==> config.mk <==
export PLATFORM = sky130hd
export DESIGN_NAME = trng_collector
export DESIGN_NICKNAME = d
export VERILOG_FILES = /design/src/rtl/trng_pkg.sv /design/src/rtl/trng_vn_debias.sv /design/src/rtl/trng_collector.sv
export SDC_FILE = /design/constraint.sdc
export NUM_CORES = 1
export LEC_CHECK = 0
export ABC_AREA = 0
export CORE_UTILIZATION = 45
export DETAILED_ROUTE_END_ITERATION = 8
export GPL_TIMING_DRIVEN = 0
export HOLD_SLACK_MARGIN = 0.1
export MAX_ROUTING_LAYER = met4
export PLACE_DENSITY = 0.61
export SYNTH_ARGS = -nofsm -noshare
export SYNTH_HDL_FRONTEND = slang
export SYNTH_SLANG_ARGS = --single-unit
==> constraint.sdc <==
create_clock -name clk -period 3.9 [get_ports clk]
set_clock_uncertainty 0.15 [all_clocks]
set_input_delay 0.78 -clock clk [delete_from_list [all_inputs] [get_ports clk]]
set_output_delay 0.78 -clock clk [all_outputs]
set_load 0.05 [all_outputs]
==> src/rtl/trng_pkg.sv <==
// Shared types and defaults for the TRNG collector: FSM state encoding,
// default parameter values and the counter-width helper.
package trng_pkg;

  typedef enum logic [1:0] {IDLE, WARMUP, COLLECT, FAIL} trng_state_e;

  localparam int DEF_WORD_WIDTH    = 32;
  localparam int DEF_WARMUP_CYCLES = 256;
  localparam int DEF_REP_LIMIT     = 32;

  // Bits needed to hold the values 0..n inclusive.
  function automatic int cnt_width(input int n);
    return $clog2(n + 1);
  endfunction

endpackage

==> src/rtl/trng_vn_debias.sv <==
// Von Neumann debiaser: pairs consecutive raw samples, 10 -> 1, 01 -> 0,
// 00/11 -> nothing. The output is combinational on the second sample of a pair.
module trng_vn_debias (
  input  logic clk,
  input  logic reset,
  input  logic clear,
  input  logic en,
  input  logic raw,
  output logic bit_valid,
  output logic bit_out
);

  logic phase;
  logic first;

  always_ff @(posedge clk or posedge reset) begin
    if (reset) begin
      phase <= 1'b0;
      first <= 1'b0;
    end else if (clear) begin
      phase <= 1'b0;
      first <= 1'b0;
    end else if (en) begin
      phase <= ~phase;
      if (!phase) first <= raw;
    end
  end

  assign bit_valid = en & phase & (first ^ raw);
  assign bit_out   = first;

endmodule

==> src/rtl/trng_collector.sv <==
// TRNG front end: synchronises the raw oscillator bit, discards warm-up samples,
// runs a repetition-count health test, debiases and packs words for a valid/ready sink.
module trng_collector
  import trng_pkg::*;
#(
  parameter int WORD_WIDTH    = DEF_WORD_WIDTH,
  parameter int WARMUP_CYCLES = DEF_WARMUP_CYCLES,
  parameter int REP_LIMIT     = DEF_REP_LIMIT
) (
  input  logic                  clk,
  input  logic                  reset,
  input  logic                  enable,
  output logic                  trng_en,
  input  logic                  trng_bit,
  output logic [WORD_WIDTH-1:0] data_o,
  output logic                  valid_o,
  input  logic                  ready_i,
  output logic                  health_fail_o
);

  localparam int CW = cnt_width(WORD_WIDTH);
  localparam int WW = cnt_width(WARMUP_CYCLES);
  localparam int RW = cnt_width(REP_LIMIT);

  trng_state_e           state;
  logic                  sync1, raw, raw_q;
  logic [WW-1:0]         warm_cnt;
  logic [RW-1:0]         run;
  logic [WORD_WIDTH-1:0] sh;
  logic [CW-1:0]         cnt;
  logic                  vn_clear, vn_en, bit_valid, bit_out;
  logic                  full, slot_free, accept, trip;

  always_ff @(posedge clk or posedge reset) begin
    if (reset) begin
      sync1 <= 1'b0;
      raw   <= 1'b0;
      raw_q <= 1'b0;
    end else begin
      sync1 <= trng_bit;
      raw   <= sync1;
      raw_q <= raw;
    end
  end

  assign vn_en     = (state == COLLECT);
  assign vn_clear  = (state == IDLE) ? enable : !enable;
  assign full      = (cnt == CW'(WORD_WIDTH));
  assign accept    = valid_o && ready_i;
  assign slot_free = !valid_o || ready_i;
  assign trip      = (run == RW'(REP_LIMIT));

  trng_vn_debias u_debias (
    .clk       (clk),
    .reset     (reset),
    .clear     (vn_clear),
    .en        (vn_en),
    .raw       (raw),
    .bit_valid (bit_valid),
    .bit_out   (bit_out)
  );

  always_ff @(posedge clk or posedge reset) begin
    if (reset) begin
      state         <= IDLE;
      trng_en       <= 1'b0;
      warm_cnt      <= '0;
      run           <= '0;
      sh            <= '0;
      cnt           <= '0;
      data_o        <= '0;
      valid_o       <= 1'b0;
      health_fail_o <= 1'b0;
    end else begin
      if (accept) valid_o <= 1'b0;
      // Dropping enable keeps a pending output word; only FAIL discards it.
      if (state != IDLE && !enable) begin
        state   <= IDLE;
        trng_en <= 1'b0;
        cnt     <= '0;
        sh      <= '0;
        run     <= '0;
      end else begin
        case (state)
          IDLE: if (enable) begin
            state         <= WARMUP;
            trng_en       <= 1'b1;
            warm_cnt      <= '0;
            cnt           <= '0;
            health_fail_o <= 1'b0;
          end
          WARMUP: begin
            warm_cnt <= warm_cnt + WW'(1);
            if (warm_cnt == WW'(WARMUP_CYCLES - 1)) begin
              state <= COLLECT;
              run   <= RW'(1);
            end
          end
          COLLECT: if (trip) begin
            state         <= FAIL;
            trng_en       <= 1'b0;
            health_fail_o <= 1'b1;
            valid_o       <= 1'b0;
            cnt           <= '0;
            sh            <= '0;
          end else begin
            if (raw != raw_q)          run <= RW'(1);
            else if (!trip)            run <= run + RW'(1);
            if (full && slot_free) begin
              data_o  <= sh;
              valid_o <= 1'b1;
              if (bit_valid) begin
                sh  <= {sh[WORD_WIDTH-2:0], bit_out};
                cnt <= CW'(1);
              end else begin
                cnt <= '0;
              end
            end else if (!full && bit_valid) begin
              sh  <= {sh[WORD_WIDTH-2:0], bit_out};
              cnt <= cnt + CW'(1);
            end
          end
          default: ;  // FAIL holds until enable drops
        endcase
      end
    end
  end

endmodule

* Yosys cells after proc, flatten, opt, wreduce, memory -nomap -nowiden
Index checks and enable logic that the tools add are counted.
** Storage, ports and cells
- Register bits :: 95
- Input port bits :: 5
- Output and inout port bits :: 35
** Operators by class
- Add/subtract/negate cells :: 3
- Eq/ne operators :: 15
- Muxes and demuxes :: 43
- Bitwise operators :: 6
- Reduce and logical (&&, ||, !) cells :: 27
** Operators with widths (number)
- 32-bit two-way mux :: 6
- 6-bit two-way mux :: 9
- 6-bit case mux with 2 select lines :: 2
- 9-bit case mux with 2 select lines :: 1
- 1-bit two-way mux :: 17
- 3-bit AND reduction :: 5
- 6-bit by 1-bit adder with 6-bit output (second input constant) :: 2
- 6-bit equality test (second input constant) :: 2
- 4-bit AND reduction :: 3
- 2-bit nonzero test :: 5
- 9-bit by 1-bit adder with 9-bit output (second input constant) :: 1
- 9-bit by 8-bit equality test with 1-bit output (second input constant) :: 1
- 9-bit two-way mux :: 1
- 3-bit inequality test (second input constant) :: 3
- 2-bit two-way mux :: 4
- 4-bit nonzero test :: 2
- 2-bit case mux with 3 select lines :: 1
- 3-bit nonzero test :: 2
- 5-bit inequality test (second input constant) :: 1
- 1-bit logical AND :: 4
- 2-bit inequality test (second input constant) :: 2
- 4-bit inequality test (second input constant) :: 1
- 1-bit case mux with 2 select lines :: 2
- 1-bit zero test :: 3
- other kinds (11) :: 14

* Longest topological paths before layout
Gate-level depths: netlist of run 1.
- Word-level depth :: 9
- Depth in mapped cells :: 11
- Gate-level depth less buffers :: 9

* Hierarchy
From an unflattened synthesis of run 1, not the netlist that was laid out.
** Unflattened totals
- Cells, all modules :: 409
- Area, all modules :: 4314.1 µm²
** Modules (own cells, without submodules)
- trng_collector :: instances 1, cells an instance 398, area each 4196.5 µm², seq. area each 2327.2 µm²
- trng_vn_debias :: instances 1, cells an instance 11, area each 117.6 µm², seq. area each 50.0 µm²

* Least setup slack after synthesis of run 1
No wires, ideal clock.
- Path type :: in2reg
- Start :: in enable
- End :: reg data_o[11]
- Setup time :: 125 ps
- Arrival :: 2189 ps
- Slack :: 1436 ps
- Cell stages on the path :: 9
- Cell sequence :: inv_1 ha_1 buf_4 nor2b_4 buf_6 nand2b_2 nor2_2 buf_4 mux2_2
** Between the ends
- Longest elaborated chain between the ends :: 4
** RTL lines
- from (decl) :: line trng_collector.sv:12 : input logic enable,
- 1-bit zero test :: line trng_collector.sv:77 : if (state != IDLE && !enable) begin
- 1-bit logical AND :: line trng_collector.sv:77
- 1-bit inverter (no source line)
- 4-bit AND reduction (no source line)
- to (signal assigned) :: line trng_collector.sv:110 : data_o <= sh;
- to (decl) :: line trng_collector.sv:15 : output logic [WORD_WIDTH-1:0] data_o,
Every way passes these cells.
A chain may end at the register's enable or synchronous reset.

* Worst setup path after layout of run 1
- Start :: in enable
- End :: reg data_o[23]
Same word-level chain as after synthesis.

==> results_dict.tcl, run 1 <==
set metrics [dict create \
    hold_viol 0 \
    cap_violations 0 \
    grt_pass1_wl_um 12700 \
    synth_seq_cells 95 \
    crit_path_frequent_cell "buf_4" \
    clkSlewWorstSetupHoldPaths_ps 100 \
    drc_errors 0 \
    die_h_um 102 \
    dr_total_vias 2837 \
    fmax_ghz 0.337 \
    cts_resized 0 \
    max_stage_delay_ps 550 \
    antennaDiodeCount 0 \
    numCtsBuffers 9 \
    reg2regPathDepth 11 \
    holdWs_ps 235 \
    regToRegSetupSlack_ps 1140 \
    required_ps 3990 \
    setup_viol 0 \
    drive_above_1_share_pct 11.7 \
    port_buffers 39 \
    drtAntennaViolNets 0 \
    initial_core_util_pct 46.1 \
    status "complete, no violations" \
    yosysWarnings 0 \
    cts_tree "done" \
    worstSkewPairLatency_ps 350 \
    slew_headroom_pct 60.7 \
    crit_type "in2reg" \
    path_cells "clkdlybuf4s50_1 > inv_1 > ha_1 > buf_4 > nor2b_4 > buf_6 > nand2b_2 > nor2_2 > buf_4 > mux2_2" \
    crit_path_start "enable" \
    dp_hpwl_um 5170 \
    syn-cell-area_um2 4470 \
    layout.nets 464 \
    cts.htree.levels 3 \
    dieArea_um2 10300 \
    yosysSeqAreaShare_pct 53.2 \
    grt_max_degree 57 \
    worstPathMaxFanout 10 \
    worst_pin_slew_ps 588 \
    drtPass1Iterations 4 \
    cts.sinks 95 \
    critPathSlowestCell "clkdlybuf4s50_1" \
    period_needed_ps 2970 \
    worst_setup_path_end_kind "register" \
    gr-total-overflow 0 \
    gr-usage-all-layers_pct 16.3 \
    cts-root-buf "clkbuf_8" \
    avgViaCountPerCell 4.85 \
    detail_route.wl_per_cell_um 12.7 \
    die_w_um 102 \
    powerDensity_nw_per_um2 545 \
    postCtsSetupRepairBufs 0 \
    place_congestion 0.838 \
    clockBufferDepth 2 \
    ys_types 53 \
    rsz0062_at_grt "false" \
    p_leak_nw 2.42 \
    num_io_pins 40 \
    dr.first_iter.drc_count 120 \
    reg2reg_from "state[1]$_DFFE_PP0P_" \
    finalMaxSlewViolations 0 \
    endpoint "data_o[23]$_DFFE_PP0P_" \
    totalWireLength_um 7440 \
    ctsHoldBuffers 0 \
    avgSynthCellArea_um2 11.3 \
    r2r_end "data_o[23]$_DFFE_PP0P_" \
    place_area_um2 5050 \
    p_total_mw 2.86 \
    min_path_type "reg2reg" \
    synth_nets 413 \
    antenna_found_initial 0 \
    final_area_um2 5240 \
    start_kind "input port" \
    syn_inst 396 \
    vdd_drop_max_mv 0.323 \
    core_area_um2 9680 \
    grt_pass1_vias 2603 \
    fillers 872 \
    area_growth_pct 17.3 \
    arrival_ps 3060 \
    row_count 36 \
    period_share_pct 76.2 \
]
[synthesized netlist by cell type, drive strengths merged]
library cell	instances	area share, %
dfrtp	95	53
nand2	52	4.4
inv	45	3.8
mux2i	34	7.6
mux2	33	8.3
o21ai	17	2.0
nor2	14	1.2
ha	12	3.4
nand3	12	1.3
buf	9	1.8
a21oi	7	1.0
and3	6	0.84
nor2b	6	1.0
nand2b	5	0.76
nand4	4	0.56
nor3	4	0.56
a211o	3	0.78
a21o	3	0.50
and2b	3	0.50
clkbuf	3	0.25
nor3b	3	0.50
o31ai	3	0.62
or4	3	0.59
xnor2	3	0.59
or2	2	0.28
xor2	2	0.39
a221o	1	0.22
a22o	1	0.20
a22oi	1	0.17
a2bb2oi	1	0.34
a311oi	1	0.20
a31oi	1	0.14
a32o	1	0.22
and2	1	0.14
nand3b	1	0.45
nor4b	1	0.53
o21a	1	0.17
o221a	1	0.25
o31a	1	0.20
[sequential cells by signal, indices dropped and copies added (netlist names)]
signal / flops
cnt: 6
data_o: 32
health_fail_o: 1
raw: 1
raw_q: 1
run: 6
sh: 32
state: 2
sync1: 1
trng_en: 1
u_debias.bit_out: 1
u_debias.phase: 1
valid_o: 1
warm_cnt: 9
[placed cells by master (no fill, tap or decap), types with 13 or more instances in the layout]
master and instances:
mux2_1 21, clkdlybuf4s50_1 39, nor2_1 13, mux2i_1 34, o21ai_0 14, dfrtp_1 95
nand2_1 52, inv_1 44
[logic make-up (layout without fill, tap and decap cells)]
family / count (synthesis) / after routing / share of synthesized area [%]
AOI/OAI and AO/OA: 43 / 43 / 7.03
xor gates and xnor gates: 5 / 5 / 0.980
adders and majority gates: 12 / 12 / 3.36
buffers and inverters: 57 / 113 / 5.82
DFF: 95 / 95 / 53.2
muxes: 67 / 67 / 15.9
and+or+nand+nor: 117 / 117 / 13.7
[power breakdown]
group          leakage [nW]  switching [mW]  internal, mW  total, mW
registers              1.30           0.163          1.18       1.34
logic                  1.03           0.514         0.384      0.899
clock network        0.0938           0.367         0.245      0.613
total                  2.42            1.04          1.81       2.86
[area by class of cell]
cell class              instances  area [µm²]  area share (%)
plain buffers                  12        91.3            1.74
clock buffers                   9         124            2.36
clock inverters                 7        63.8            1.22
inverters                      45         171            3.27
multi-input cells             244        1830            34.9
flip-flops and latches         95        2380            45.3
well taps                     133         166            3.17
repair buffers                 40         418            7.97
[critical path, delay by kind of cell]
family	cells	cell delay, ps
adder cells (fa/ha/maj)	1	200
multiplexers	1	350
AND/OR/NAND/NOR	3	520
buffers and inverters	5	1200
[per-layer routing]
| layer | GRT usage [%] | share of wire [%] |
|---|---|---|
| met1 | 22.6 | 52 |
| met2 | 24.2 | 45 |
| met3 | 2.48 | 2.6 |
| met4 | 6.02 | 1.3 |
| met5 | - | 0 |
[worst min-delay path by stage]
stage / to / depth (start not counted) / slack [ps] / from
finish: raw$_DFF_PP0_ / 0 / 240 / sync1$_DFF_PP0_
global route: raw$_DFF_PP0_ / 0 / 240 / sync1$_DFF_PP0_
CTS: raw$_DFF_PP0_ / 0 / 230 / sync1$_DFF_PP0_
detailed placement: raw$_DFF_PP0_ / 0 / 210 / sync1$_DFF_PP0_
global placement: raw$_DFF_PP0_ / 0 / 210 / sync1$_DFF_PP0_
floorplan: raw$_DFF_PP0_ / 0 / 180 / sync1$_DFF_PP0_
[metrics by stage]
stage               cells  setup WS, ps  setup TNS [ps]  util [%]
floorplan             396           493               0         -
global placement      568         -1030          -97780      51.9
finish                585           929               0      54.1
CTS                   585           932               0      54.1
detailed placement    569           540               0      52.2
global route          585           834               0      54.1
Note: power is estimated with default switching activity, not from simulation.
==> run 2: changes to the inputs <==
- PLACE_DENSITY: 0.61 -> 0.63
- clock period: 3.9 -> 2.6 ns (I/O delays scaled with it)
==> results_dict.tcl, run 2 (synthesized netlist as in run 1, its figures left out) <==
set metrics [dict create \
    period_share_pct 95.6 \
    numCtsBuffers 9 \
    p_sw_share_pct 35.6 \
    powerDensity_nw_per_um2 807 \
    initial_core_util_pct 46.1 \
    fillers 850 \
    fmax_ghz 0.402 \
    area_growth_pct 20.1 \
    setup_viol 0 \
    drtPass1Iterations 4 \
    grt_pass1_wl_um 13000 \
    status "complete, no violations" \
    final_area_um2 5370 \
    num_io_pins 40 \
    cts-root-buf "clkbuf_8" \
    internal-power_mw 2.79 \
    period_needed_ps 2490 \
    arrival_ps 2590 \
    vdd_drop_max_mv 0.506 \
    dp_hpwl_um 5350 \
    cts_tree "done" \
    totalWireLength_um 7760 \
    endpoint "data_o[21]$_DFFE_PP0P_" \
    layout_common_cells "dfrtp_1, nand2_1, inv_1, clkdlybuf4s50_1, mux2i_1" \
    die_w_um 102 \
    port_buffers 39 \
    hold_viol 0 \
    crit_path_frequent_cell "inv_1" \
    required_ps 2700 \
    gr-usage-all-layers_pct 16.9 \
    detail_route.wl_per_cell_um 13.1 \
    setup_slack_ps 114 \
    regToRegSetupSlack_ps 110 \
    layout_commonest_cell "dfrtp_1" \
    core_area_um2 9680 \
    drive_above_1_share_pct 13.1 \
    instances_no_fill 591 \
    rsz0062_at_grt "false" \
    post-place-ws_ps -542 \
    crit_type "reg2reg" \
    worstSkewPairLatency_ps 360 \
    fin_util_pct 55.4 \
    critPathSlowestCell "dfrtp_1" \
    cts.sinks 95 \
    dr.first_iter.drc_count 92 \
    reg2regPathDepth 12 \
    slew_headroom_pct 66.2 \
    p_leak_nw 2.47 \
    grt_max_degree 43 \
    hold_depth 0 \
    path_cells "inv_1 > ha_4 > inv_1 > ha_1 > buf_4 > nor2b_4 > buf_6 > nand2b_2 > nor2_4 > buf_12 > buf_8 > mux2_2" \
    p_clk_share_pct 21.2 \
    dr_total_vias 2959 \
    cts.htree.levels 3 \
    power_switching_mw 1.54 \
    place_congestion 0.808 \
    die_h_um 102 \
    dieArea_um2 10300 \
    clkSlewWorstSetupHoldPaths_ps 90 \
    drtAntennaViolNets 0 \
    top_regs "data_o x32, sh x32, warm_cnt x9" \
    min_path_type "reg2reg" \
    worst_pin_slew_ps 505 \
    cap_violations 0 \
    crit_path_start "state[0]$_DFFE_PP0P_" \
    gr-total-overflow 0 \
    reg2reg_from "state[0]$_DFFE_PP0P_" \
    comb_power_share_pct 32.5 \
    r2r_end "data_o[21]$_DFFE_PP0P_" \
    antenna_found_initial 0 \
    drc_errors 0 \
    max_stage_delay_ps 410 \
    grt_pass1_vias 2823 \
    placed_cells 570 \
    worstPathMaxFanout 10 \
    p_seq_share_pct 46.3 \
    start_kind "register" \
    avgViaCountPerCell 5.01 \
    row_count 36 \
    finalMaxSlewViolations 0 \
    layout.nets 470 \
    antennaDiodeCount 0 \
    worst_setup_path_end_kind "register" \
    clockBufferDepth 2 \
    place_area_um2 5070 \
]
## run 2: routing by layer
layer,track usage [%],wire length [µm],vias up
met2,25.4,3570,43
met3,2.83,204,15
met5,-,0,-
met4,8.81,176,0
li1,-,-,1444
met1,21.9,3810,1457
## run 2: metrics by stage
step                total power, mW  TNS (ps)  hold slack [ps]
CTS                            4.33         0              218
detailed placement             3.40    -27850              197
floorplan                      3.08         0              181
global placement               3.35    -45400              198
global route                   4.63         0              238
finish                         4.33         0              218
## run 2: area by class of cell
type	instances	area (µm²)	share of cell area (%)
well taps	133	166	3.10
flip-flops and latches	95	2380	44.3
repair buffers	46	500	9.33
inverters	45	173	3.22
plain buffers	12	114	2.12
clock buffers	12	155	2.89
multi-input cells	244	1850	34.5
clock inverters	4	28.8	0.536
## run 2: timing repair
action	4_1_cts	5_1_grt
endpoints found under the hold margin	0	0
resized for setup	4	7
setup buffers	1	3
pin swaps	1	1
hold buffers	0	0
cloned	0	1
setup endpoints to repair	30	66
## run 2: critical path: cells and delay by family (launching register included)
| kind | cells | cell delay [ps] |
|---|---|---|
| adder cells (fa/ha/maj) | 2 | 340 |
| flip-flops | 1 | 410 |
| AND/OR/NAND/NOR | 3 | 380 |
| multiplexers | 1 | 330 |
| buffers and inverters | 6 | 770 |
## run 2: worst min-delay path by stage
stage | start | to | slack [ps]
5_1_grt | sync1$_DFF_PP0_ | raw$_DFF_PP0_ | 240
3_3_place_gp | sync1$_DFF_PP0_ | raw$_DFF_PP0_ | 200
6_report | sync1$_DFF_PP0_ | raw$_DFF_PP0_ | 220
2_1_floorplan | sync1$_DFF_PP0_ | raw$_DFF_PP0_ | 180
4_1_cts | sync1$_DFF_PP0_ | raw$_DFF_PP0_ | 220
3_5_place_dp | sync1$_DFF_PP0_ | raw$_DFF_PP0_ | 200
## run 2: power by group through the flow
| stage | logic (mW) | registers [mW] | clock network [mW] |
|---|---|---|---|
| final | 1.41 | 2.01 | 0.918 |
| after global routing | 1.58 | 2.05 | 1.00 |
| after CTS | 1.37 | 2.01 | 0.952 |
| after detailed placement | 1.36 | 2.04 | 0 |
| after global placement | 1.32 | 2.03 | 0 |
| after floorplan | 1.08 | 2.00 | 0 |
